### src/rtl/mem_arbiter_if.sv
// Requester-side bundle for mem_arbiter: both ports' request/write channels and
// their grant/read-return signals. The arbiter takes the slave modport.
interface mem_arbiter_if #(
  parameter int ADDR_WIDTH = 8,
  parameter int DATA_WIDTH = 32
);
  logic                  req_0;
  logic                  req_1;
  logic                  we_0;
  logic                  we_1;
  logic [ADDR_WIDTH-1:0] addr_0;
  logic [ADDR_WIDTH-1:0] addr_1;
  logic [DATA_WIDTH-1:0] wdata_0;
  logic [DATA_WIDTH-1:0] wdata_1;
  logic                  gnt_0;
  logic                  gnt_1;
  logic [DATA_WIDTH-1:0] rdata_0;
  logic [DATA_WIDTH-1:0] rdata_1;
  logic                  rvalid_0;
  logic                  rvalid_1;

  modport master (
    output req_0, req_1, we_0, we_1, addr_0, addr_1, wdata_0, wdata_1,
    input  gnt_0, gnt_1, rdata_0, rdata_1, rvalid_0, rvalid_1
  );

  modport slave (
    input  req_0, req_1, we_0, we_1, addr_0, addr_1, wdata_0, wdata_1,
    output gnt_0, gnt_1, rdata_0, rdata_1, rvalid_0, rvalid_1
  );
endinterface

### src/rtl/mem_arbiter.sv
// Two-port arbiter in front of a single-port data memory: round-robin with a burst
// limit, or port-1 fixed priority when MEM_ARB_FIXED_PRIO_EN is defined.
module mem_arbiter #(
  parameter int ADDR_WIDTH = 8,
  parameter int DATA_WIDTH = 32,
  parameter int MAX_BURST  = 4
) (
  input  logic                  clk,
  input  logic                  reset,
  mem_arbiter_if.slave          bus,
  output logic [ADDR_WIDTH-1:0] mem_addr,
  output logic [DATA_WIDTH-1:0] mem_wdata,
  output logic                  mem_write,
  input  logic [DATA_WIDTH-1:0] mem_rdata
);

  localparam int CNT_W = $clog2(MAX_BURST) + 1;
  localparam logic [CNT_W-1:0] CNT_SAT = '1;
`ifndef MEM_ARB_FIXED_PRIO_EN
  localparam logic [CNT_W-1:0] BURST_LAST = CNT_W'(MAX_BURST - 1);
`endif

  typedef enum logic [1:0] {OWN_NONE, OWN_P0, OWN_P1} owner_e;
  typedef enum logic {LAST_P0, LAST_P1} port_e;

  owner_e                owner_q, owner_d;
  port_e                 last_q, last_d;
  logic [CNT_W-1:0]      cnt_q, cnt_d, cnt_inc;
  logic                  rvalid_0_q, rvalid_1_q;
  logic [DATA_WIDTH-1:0] rdata_0_q, rdata_1_q;
  logic                  gnt_0, gnt_1;

  assign gnt_0 = (owner_q == OWN_P0) && bus.req_0 && !reset;
  assign gnt_1 = (owner_q == OWN_P1) && bus.req_1 && !reset;

  assign bus.gnt_0    = gnt_0;
  assign bus.gnt_1    = gnt_1;
  assign bus.rvalid_0 = rvalid_0_q;
  assign bus.rvalid_1 = rvalid_1_q;
  assign bus.rdata_0  = rdata_0_q;
  assign bus.rdata_1  = rdata_1_q;

  // Grants already include ~reset, so no write can commit during reset.
  always_comb begin
    mem_addr  = '0;
    mem_wdata = '0;
    mem_write = 1'b0;
    if (gnt_0) begin
      mem_addr  = bus.addr_0;
      mem_wdata = bus.wdata_0;
      mem_write = bus.we_0;
    end else if (gnt_1) begin
      mem_addr  = bus.addr_1;
      mem_wdata = bus.wdata_1;
      mem_write = bus.we_1;
    end
  end

  always_comb begin
    owner_d = owner_q;
    last_d  = last_q;
    cnt_d   = '0;
    cnt_inc = (cnt_q == CNT_SAT) ? cnt_q : cnt_q + CNT_W'(1);
    if (gnt_0) begin
      last_d = LAST_P0;
    end else if (gnt_1) begin
      last_d = LAST_P1;
    end
`ifdef MEM_ARB_FIXED_PRIO_EN
    if (gnt_0 || gnt_1) begin
      cnt_d = cnt_inc;
    end
    if (bus.req_1) begin
      owner_d = OWN_P1;
    end else if (bus.req_0) begin
      owner_d = OWN_P0;
    end else begin
      owner_d = OWN_NONE;
    end
`else
    // >= rather than == so a count that ran past the limit while the other port
    // was idle still hands off once that port starts requesting.
    if (gnt_0) begin
      if (bus.req_1 && cnt_q >= BURST_LAST) begin
        owner_d = OWN_P1;
      end else begin
        cnt_d = cnt_inc;
      end
    end else if (gnt_1) begin
      if (bus.req_0 && cnt_q >= BURST_LAST) begin
        owner_d = OWN_P0;
      end else begin
        cnt_d = cnt_inc;
      end
    end else if (bus.req_0 && bus.req_1) begin
      owner_d = (last_q == LAST_P0) ? OWN_P1 : OWN_P0;
    end else if (bus.req_0) begin
      owner_d = OWN_P0;
    end else if (bus.req_1) begin
      owner_d = OWN_P1;
    end else begin
      owner_d = OWN_NONE;
    end
`endif
  end

  always_ff @(posedge clk) begin
    if (reset) begin
      owner_q    <= OWN_NONE;
      last_q     <= LAST_P1;
      cnt_q      <= '0;
      rvalid_0_q <= 1'b0;
      rvalid_1_q <= 1'b0;
      rdata_0_q  <= '0;
      rdata_1_q  <= '0;
    end else begin
      owner_q    <= owner_d;
      last_q     <= last_d;
      cnt_q      <= cnt_d;
      rvalid_0_q <= gnt_0 && !bus.we_0;
      rvalid_1_q <= gnt_1 && !bus.we_1;
      if (gnt_0 && !bus.we_0) begin
        rdata_0_q <= mem_rdata;
      end
      if (gnt_1 && !bus.we_1) begin
        rdata_1_q <= mem_rdata;
      end
    end
  end

endmodule

### src/flat_wrapper.sv
// flat-port wrapper written by rule: the top's interface ports become plain ports
module mem_arbiter_flat 
#(
  parameter int ADDR_WIDTH = 8,
  parameter int DATA_WIDTH = 32,
  parameter int MAX_BURST  = 4
)
  (clk, reset, mem_addr, mem_wdata, mem_write, mem_rdata, bus_req_0, bus_req_1, bus_we_0, bus_we_1, bus_addr_0, bus_addr_1, bus_wdata_0, bus_wdata_1, bus_gnt_0, bus_gnt_1, bus_rdata_0, bus_rdata_1, bus_rvalid_0, bus_rvalid_1);
  mem_arbiter_if #(.ADDR_WIDTH(ADDR_WIDTH), .DATA_WIDTH(DATA_WIDTH)) bus_i ();
  input  logic clk;
  input  logic reset;
  output logic [ADDR_WIDTH-1:0] mem_addr;
  output logic [DATA_WIDTH-1:0] mem_wdata;
  output logic mem_write;
  input  logic [DATA_WIDTH-1:0] mem_rdata;
  input wire logic [$bits(bus_i.req_0)-1:0] bus_req_0;
  input wire logic [$bits(bus_i.req_1)-1:0] bus_req_1;
  input wire logic [$bits(bus_i.we_0)-1:0] bus_we_0;
  input wire logic [$bits(bus_i.we_1)-1:0] bus_we_1;
  input wire logic [$bits(bus_i.addr_0)-1:0] bus_addr_0;
  input wire logic [$bits(bus_i.addr_1)-1:0] bus_addr_1;
  input wire logic [$bits(bus_i.wdata_0)-1:0] bus_wdata_0;
  input wire logic [$bits(bus_i.wdata_1)-1:0] bus_wdata_1;
  output wire logic [$bits(bus_i.gnt_0)-1:0] bus_gnt_0;
  output wire logic [$bits(bus_i.gnt_1)-1:0] bus_gnt_1;
  output wire logic [$bits(bus_i.rdata_0)-1:0] bus_rdata_0;
  output wire logic [$bits(bus_i.rdata_1)-1:0] bus_rdata_1;
  output wire logic [$bits(bus_i.rvalid_0)-1:0] bus_rvalid_0;
  output wire logic [$bits(bus_i.rvalid_1)-1:0] bus_rvalid_1;
  assign bus_i.req_0 = bus_req_0;
  assign bus_i.req_1 = bus_req_1;
  assign bus_i.we_0 = bus_we_0;
  assign bus_i.we_1 = bus_we_1;
  assign bus_i.addr_0 = bus_addr_0;
  assign bus_i.addr_1 = bus_addr_1;
  assign bus_i.wdata_0 = bus_wdata_0;
  assign bus_i.wdata_1 = bus_wdata_1;
  assign bus_gnt_0 = bus_i.gnt_0;
  assign bus_gnt_1 = bus_i.gnt_1;
  assign bus_rdata_0 = bus_i.rdata_0;
  assign bus_rdata_1 = bus_i.rdata_1;
  assign bus_rvalid_0 = bus_i.rvalid_0;
  assign bus_rvalid_1 = bus_i.rvalid_1;
  mem_arbiter #(.ADDR_WIDTH(ADDR_WIDTH), .DATA_WIDTH(DATA_WIDTH), .MAX_BURST(MAX_BURST)) u_core (.clk(clk), .reset(reset), .bus(bus_i), .mem_addr(mem_addr), .mem_wdata(mem_wdata), .mem_write(mem_write), .mem_rdata(mem_rdata));
endmodule
### config.mk
export PLATFORM = sky130hd
export DESIGN_NAME = mem_arbiter_flat
export DESIGN_NICKNAME = d
export VERILOG_FILES = /design/src/rtl/mem_arbiter_if.sv /design/src/rtl/mem_arbiter.sv /design/src/flat_wrapper.sv
export SDC_FILE = /design/constraint.sdc
export NUM_CORES = 1
export LEC_CHECK = 0
export BUFFER_PORTS_ARGS = -buffer_cell sky130_fd_sc_hd__buf_2
export CAP_MARGIN = 5
export CELL_PAD_IN_SITES_DETAIL_PLACEMENT = 1
export CELL_PAD_IN_SITES_GLOBAL_PLACEMENT = 1
export CORE_MARGIN = 5
export CORE_UTILIZATION = 29
export DETAILED_ROUTE_END_ITERATION = 10
export HOLD_SLACK_MARGIN = 0.05
export PLACE_DENSITY_LB_ADDON = 0.2
export SYNTH_ARGS = -nofsm -noshare
export SYNTH_HDL_FRONTEND = slang
export SYNTH_SLANG_ARGS = --single-unit
### constraint.sdc
create_clock -name clk -period 2.4 [get_ports clk]
set_clock_uncertainty 0.1 [all_clocks]
set_input_delay 0 -clock clk [delete_from_list [all_inputs] [get_ports clk]]
set_output_delay 0 -clock clk [all_outputs]
set_load 0.02 [all_outputs]
==> results of run 1 <==
-- through the flow --
stage                     cell area [µm²]  hold WS, ns  setup WS [ns]
after floorplan                      3360      0.00183          0.591
after global placement               4550        0.146          0.354
after detailed placement             4550        0.147          0.265
after CTS                            5210       0.0914          0.254
after global routing                 5210        0.127          0.176
final                                5210       0.0964          0.263
-- logic make-up after synthesis --
kind of cell | share of synthesized area, %
flops | 42.8
simple gates | 12.9
xor+xnor | 0.260
compound gates | 22.6
mux | 14.5
buf+inv | 6.43
fa+ha+maj | 0.372
-- layer usage --
metal / GRT usage (%) / vias to the layer above
li1: - / 1733
met5: 0 / -
met3: 6.20 / 18
met4: 6.09 / 2
met2: 34.1 / 150
met1: 18.9 / 1736
-- Yosys cell counts, drive strengths merged --
cell / instances / area, µm²
a211o: 1 / 8.76
o21ai: 36 / 180
mux2i: 2 / 20.0
nand4bb: 1 / 11.3
nor2b: 32 / 200
a22o: 40 / 350
a31oi: 1 / 6.26
or3b: 1 / 8.76
ha: 1 / 12.5
clkbuf: 22 / 82.6
a211oi: 1 / 7.51
nand2: 4 / 15.0
a311oi: 1 / 8.76
or2b: 1 / 8.76
o311ai: 1 / 8.76
xnor2: 1 / 8.76
nor2: 2 / 7.51
mux2: 32 / 469
buf: 12 / 108
inv: 7 / 26.3
and4bb: 1 / 12.5
a21oi: 38 / 190
or3: 1 / 6.26
nand3: 33 / 165
dfxtp: 72 / 1440
-- placed cells by master (no fill, tap or decap), drive strengths merged --
cell / netlist / routed
a211o: 1 / 1
a211oi: 1 / 1
a21oi: 38 / 38
a22o: 40 / 40
a311oi: 1 / 1
a31oi: 1 / 1
and4bb: 1 / 1
buf: 12 / 233
bufinv: 0 / 1
clkbuf: 22 / 11
clkinv: 0 / 2
clkinvlp: 0 / 2
dfxtp: 72 / 72
diode: 0 / 2
dlygate4sd3: 0 / 35
ha: 1 / 1
inv: 7 / 7
mux2: 32 / 32
mux2i: 2 / 2
nand2: 4 / 4
nand3: 33 / 33
nand4bb: 1 / 1
nor2: 2 / 2
nor2b: 32 / 32
o21ai: 36 / 36
o311ai: 1 / 1
or2b: 1 / 1
or3: 1 / 1
or3b: 1 / 1
xnor2: 1 / 1
-- worst max-delay path, stage by stage, from the launching register on --
cell     delay (ns)
dfxtp_1        0.38
or3b_1         0.40
or3_2          0.43
buf_4          0.34
mux2_4         0.36
-- worst max path at each step --
stage	from	to	slack [ns]	depth (start not counted)
after floorplan	u_core.owner_q[0]	u_core.bus.rdata_1[10]	0.59	5
after global placement	u_core.owner_q[0]	u_core.bus.rdata_1[18]	0.35	4
after detailed placement	u_core.owner_q[1]	u_core.bus.rdata_1[23]	0.26	4
after CTS	u_core.owner_q[1]	u_core.bus.rdata_1[23]	0.25	4
after global routing	u_core.owner_q[0]	mem_addr[1]	0.18	5
final	u_core.owner_q[1]	u_core.bus.rdata_1[24]	0.26	4
-- cell type report --
class	count	area share [%]
inverters	7	0.504
well taps	143	3.43
multi-input cells	231	32.8
diodes	2	0.0960
repair buffers	268	29.7
clock buffers	11	4.85
clock inverters	5	1.06
flip-flops and latches	72	27.6
-- flip-flops by register name, summed over array words and instances, names as in the netlist --
name,flops
u_core.cnt_q,3
u_core.bus.rdata_0,32
u_core.bus.rdata_1,32
u_core.bus.rvalid_1,1
u_core.owner_q,2
u_core.bus.rvalid_0,1
u_core.last_q,1
-- power by group through the flow --
stage	logic (mW)	registers, mW	clock network [mW]
6_report	0.377	1.23	1.36
5_1_grt	0.408	1.23	1.44
4_1_cts	0.380	1.23	1.39
3_5_place_dp	0.335	1.26	0
3_3_place_gp	0.328	1.25	0
2_1_floorplan	0.139	1.27	0
-- repair_timing --
action | 4_1_cts | 5_1_grt
hold endpoints to repair | 67 | 0
buffers inserted | 0 | 0
hold buffers | 35 | 0
==> run summary, run 1 <==
Resized Gates After CTS - 0
# rows - 39
FF/Latch Area - 0.00144 mm²
Latest clock arrival within the worst-skew pair - 0.33 ns
Routed vias - 3639
Synth warnings - 0
RSZ-0062 raised after global routing - false
Synth Instances - 344
Worst EP required - 2.52 ns
Die width - 118 µm
Largest net degree at the start of global routing - 67
Hpwl dp - 9.55 mm
Highest Signal Layer - met5
Syn avg cell area - 9.78 µm²
Seq pwr share - 41.5%
Status - complete, no violations
Cell Area, Synth - 0.00336 mm²
Die Area - 0.0139 mm²
Tot GR Track Use - 18.3%
Longest Clk Path Bufs - 2
Crit Path Max Fanout - 33
Reg-to-Reg End - u_core.bus.rdata_1[24]
NumNets Final - 708
Combinational fraction of design power - 12.7%
Critical path startpoint category - flip-flop
Setup tns final - 0 ns
Fill cells - 1380
I/O pin count - 227
Leakage power - 2.66 nW
CTS tree - yes
First-pass GRT wire length - 20.7 mm
Placed cells - 686
Met3 wire length - 1.06 mm
WL per Instance - 17.8 µm
HP Class - input port to flip-flop
DR iter-0 viols - 184
Worst Reg-to-Reg Cells - 4
RD Place Congestion - 0.837
Register bit count reported by yosys - 72
Pins Over Slew Limit - 0
Gr ovfl total - 0
Layout cells sized above 1 - 48.0%
Vias per Instance - 4.92
Multi-input gate area - 0.00171 mm²
Clock share of power - 45.8%
Yosys cell types - 30
Initial antenna violation count - 3
Finished Layout Cells - 739
Max Cap Viol - 0
Reg clk slew, reported paths - 0.06 ns
Port Buffers - 226
Reg2reg start - u_core.owner_q[1]
Die Ht - 118 µm
Post-synthesis sequential area ratio - 42.8%
Crit path DAT - 2.26 ns
Kind of critical path - flip-flop to flip-flop
Min Tclk post-route - 2.14 ns
Peak VDD IR - 0.395 mV
R2r setup slk - 0.26 ns
Pwr dens - 569 mW/mm²
Routed wire length - 13.2 mm
CTS root buf - clkbuf_16
Utilization after layout - 45.7%
Hold Path Depth - 2
Max frequency - 468 MHz
DRC - 0
DRT Pass-1 Iters - 4
Met2 wire len - 6.84 mm
P_int - 2.25 mW
Core area - 0.0114 mm²
Setup crit end kind - flip-flop
Final setup viols - 0
Total Power - 2.97 mW
Fin crit share - 89.1%
Detail Route Antenna Nets - 0
Final Hold Fails - 0
Area growth syn-to-layout - 55.0%
Worst-Margin Slew - 0.727 ns
H-Tree Level Count - 3
Worst Hold End - u_core.bus.rvalid_0
Slew headroom - 51.5%
# clock sinks - 72
Worst Hold Launch - bus_we_0
Initial core utilization - 29.5%
Sw frac - 24.0%
Vias in the first global route - 3966
Net Switching - 0.712 mW
M1 wire length - 5.02 mm
CTS buffer count - 9
Syn_nets - 463
No activity file was read; power rests on OpenSTA's default activity.
==> run 2: changes to the inputs <==
--- a/config.mk
+++ b/config.mk
@@ -5,10 +5,11 @@
 export SDC_FILE = /design/constraint.sdc
 export NUM_CORES = 1
 export LEC_CHECK = 0
-export BUFFER_PORTS_ARGS = -buffer_cell sky130_fd_sc_hd__buf_2
+export BUFFER_PORTS_ARGS = -buffer_cell sky130_fd_sc_hd__clkbuf_2
 export CAP_MARGIN = 5
 export CELL_PAD_IN_SITES_DETAIL_PLACEMENT = 1
 export CELL_PAD_IN_SITES_GLOBAL_PLACEMENT = 1
+export CORE_ASPECT_RATIO = 0.5
 export CORE_MARGIN = 5
 export CORE_UTILIZATION = 29
 export DETAILED_ROUTE_END_ITERATION = 10
==> run summary, run 2 (synthesized netlist as in run 1, its figures left out) <==
Total Power - 2.93 mW (-1.2%)
Post-CTS Setup Repair Bufs - 0 (unchanged)
Setup crit end kind - flip-flop
Latest clock arrival within the worst-skew pair - 0.33 ns (about the same)
Slew headroom - 60.3% (+8.8 points)
Pins Over Slew Limit - 0 (unchanged)
Gr ovfl total - 0 (unchanged)
Pwr dens - 561 mW/mm² (-1.4%)
Multi-input gate area - 0.00171 mm² (unchanged)
FF/Latch Area - 0.00144 mm² (unchanged)
# clock sinks - 72 (unchanged)
CTS root buf - clkbuf_16
NumNets Final - 709 (+0.14%)
Resized Gates After CTS - 0 (unchanged)
Die width - 162 µm (+38%)
WL per Instance - 16.4 µm (-8.1%)
DR iter-0 viols - 85 (-54%)
Hpwl dp - 8.90 mm (-6.7%)
HP Class - input port to flip-flop
CTS buffer count - 9 (unchanged)
Placement Setup Slack - 0.321 ns (+0.0565 ns)
Initial core utilization - 30.1% (+0.62 points)
Commonest cells after routing, fill and taps aside - clkbuf_2 (226), dfxtp_1 (72), a22o_1 (40)
Longest Clk Path Bufs - 2 (unchanged)
Worst-Margin Slew - 0.595 ns (-0.132 ns)
Status - complete, no violations
Leakage power - 2.59 nW (-2.5%)
Net Switching - 0.707 mW (-0.72%)
Combinational fraction of design power - 12.8% (about the same)
Worst path max stage delay - 0.41 ns (-0.02 ns)
Antenna Cells - 0 (-2)
Final setup viols - 0 (unchanged)
Vias per Instance - 4.69 (-4.8%)
Worst EP required - 2.51 ns (about the same)
Vias in the first global route - 3853 (-2.8%)
Core area - 0.0112 mm² (-2.1%)
Initial antenna violation count - 0 (-3)
Tot GR Track Use - 17.7% (-0.57 points)
Sw frac - 24.1% (+0.11 points)
Area after DPL - 0.00458 mm² (+0.60%)
Port Buffers - 226 (unchanged)
Critical path startpoint category - flip-flop
Seq pwr share - 42.0% (+0.5 points)
CTS tree - yes
CP max stage cell - or3_2
Commonest non-fill, non-tap cell in the layout - clkbuf_2
Min Tclk post-route - 2.07 ns (-0.0682 ns)
Crit path DAT - 2.18 ns (-0.08 ns)
Kind of critical path - flip-flop to flip-flop
Fin crit share - 86.2% (-2.8 points)
Setup tns final - 0 ns (unchanged)
Final Hold Fails - 0 (unchanged)
# rows - 27 (-31%)
Clock share of power - 45.2% (-0.6 points)
Max frequency - 483 MHz (+3.3%)
RD Place Congestion - 0.789 (-5.7%)
Fill cells - 1338 (-3.0%)
Detail Route Antenna Nets - 0 (unchanged)
Die Area - 0.0140 mm² (+0.95%)
Hold_ws - 0.0832 ns (-0.0131 ns)
Routed wire length - 12.3 mm (-6.4%)
First-pass GRT wire length - 20.1 mm (-3.2%)
Area growth syn-to-layout - 55.3%
Die Ht - 86.2 µm (-27%)
P_int - 2.22 mW (-1.3%)
Routed vias - 3531 (-3.0%)
Crit Path Max Fanout - 33 (unchanged)
Reg clk slew, reported paths - 0.06 ns (about the same)
Final worst slack - 0.331 ns (+0.0682 ns)
Fin area - 0.00523 mm² (+0.22%)
Crit-path cells - or3b_1, or3_2, buf_4, mux2_4
I/O pin count - 227 (unchanged)
Max Cap Viol - 0 (unchanged)
Peak VDD IR - 0.319 mV (-19%)
Largest net degree at the start of global routing - 63 (-6.0%)
RSZ-0062 raised after global routing - false
H-Tree Level Count - 3 (unchanged)
Layout cells sized above 1 - 48.0% (unchanged)
DRC - 0 (unchanged)
DRT Pass-1 Iters - 4 (unchanged)
[run 2: cell count changes in the layout (fill, tap and decap cells not counted), sizes merged]
cell,change
buf,-225
diode,-2
clkinvlp,-2
clkbuf,+225
clkinv,+2
[run 2: timing repair]
item,CTS,global route
endpoints found under the hold margin,67,0
setup endpoints to repair,0,0
hold buffers,35,0
[run 2: metal layers]
metal	GRT usage [%]	part of all wire, %	up-vias
met5	0	0	-
met4	4.60	1.0	0
met3	4.66	5.9	11
met2	32.0	50	109
met1	21.0	43	1677
li1	-	-	1734
[run 2: path summary, 6_finish.rpt]
check | startpoint | endpoint | slack [ns] | cells after the start
min | bus_we_0 | u_core.bus.rdata_0[17] | 0.08 | 4
min reg2reg | u_core.bus.rdata_0[3] | u_core.bus.rdata_0[3] | 0.38 | 2
max reg2reg | u_core.owner_q[0] | u_core.bus.rdata_1[7] | 0.33 | 4
max | u_core.owner_q[0] | u_core.bus.rdata_1[7] | 0.33 | 4
[run 2: area by class of cell]
class                           count  share of cell area, %
Multi-Input combinational cell    231                   32.7
Sequential cell                    72                   27.6
Clock buffer                       10                   4.57
Timing Repair Buffer              269                   29.7
Tap cell                          159                   3.81
Inverter                            7                  0.503
Clock inverter                      5                   1.10
[run 2: power groups by stage]
stage          Combinational (mW)  Sequential [mW]  Clock (mW)
6_report                    0.376             1.23        1.33
5_1_grt                     0.409             1.23        1.41
4_1_cts                     0.378             1.23        1.36
3_5_place_dp                0.332             1.26           0
3_3_place_gp                0.328             1.26           0
2_1_floorplan               0.139             1.27           0
[run 2: critical path, delay by kind of cell (launching register included)]
family / cells / cell delay (ns)
AND/OR/NAND/NOR: 2 / 0.81
multiplexers: 1 / 0.37
flip-flops: 1 / 0.35
buffers and inverters: 1 / 0.33
[run 2: metrics by stage]
stage          utilization (%)  std cells
6_report                  46.7        753
5_1_grt                   46.7        753
4_1_cts                   46.7        753
3_5_place_dp              40.9        703
3_3_place_gp              40.9        703
2_1_floorplan                -        344
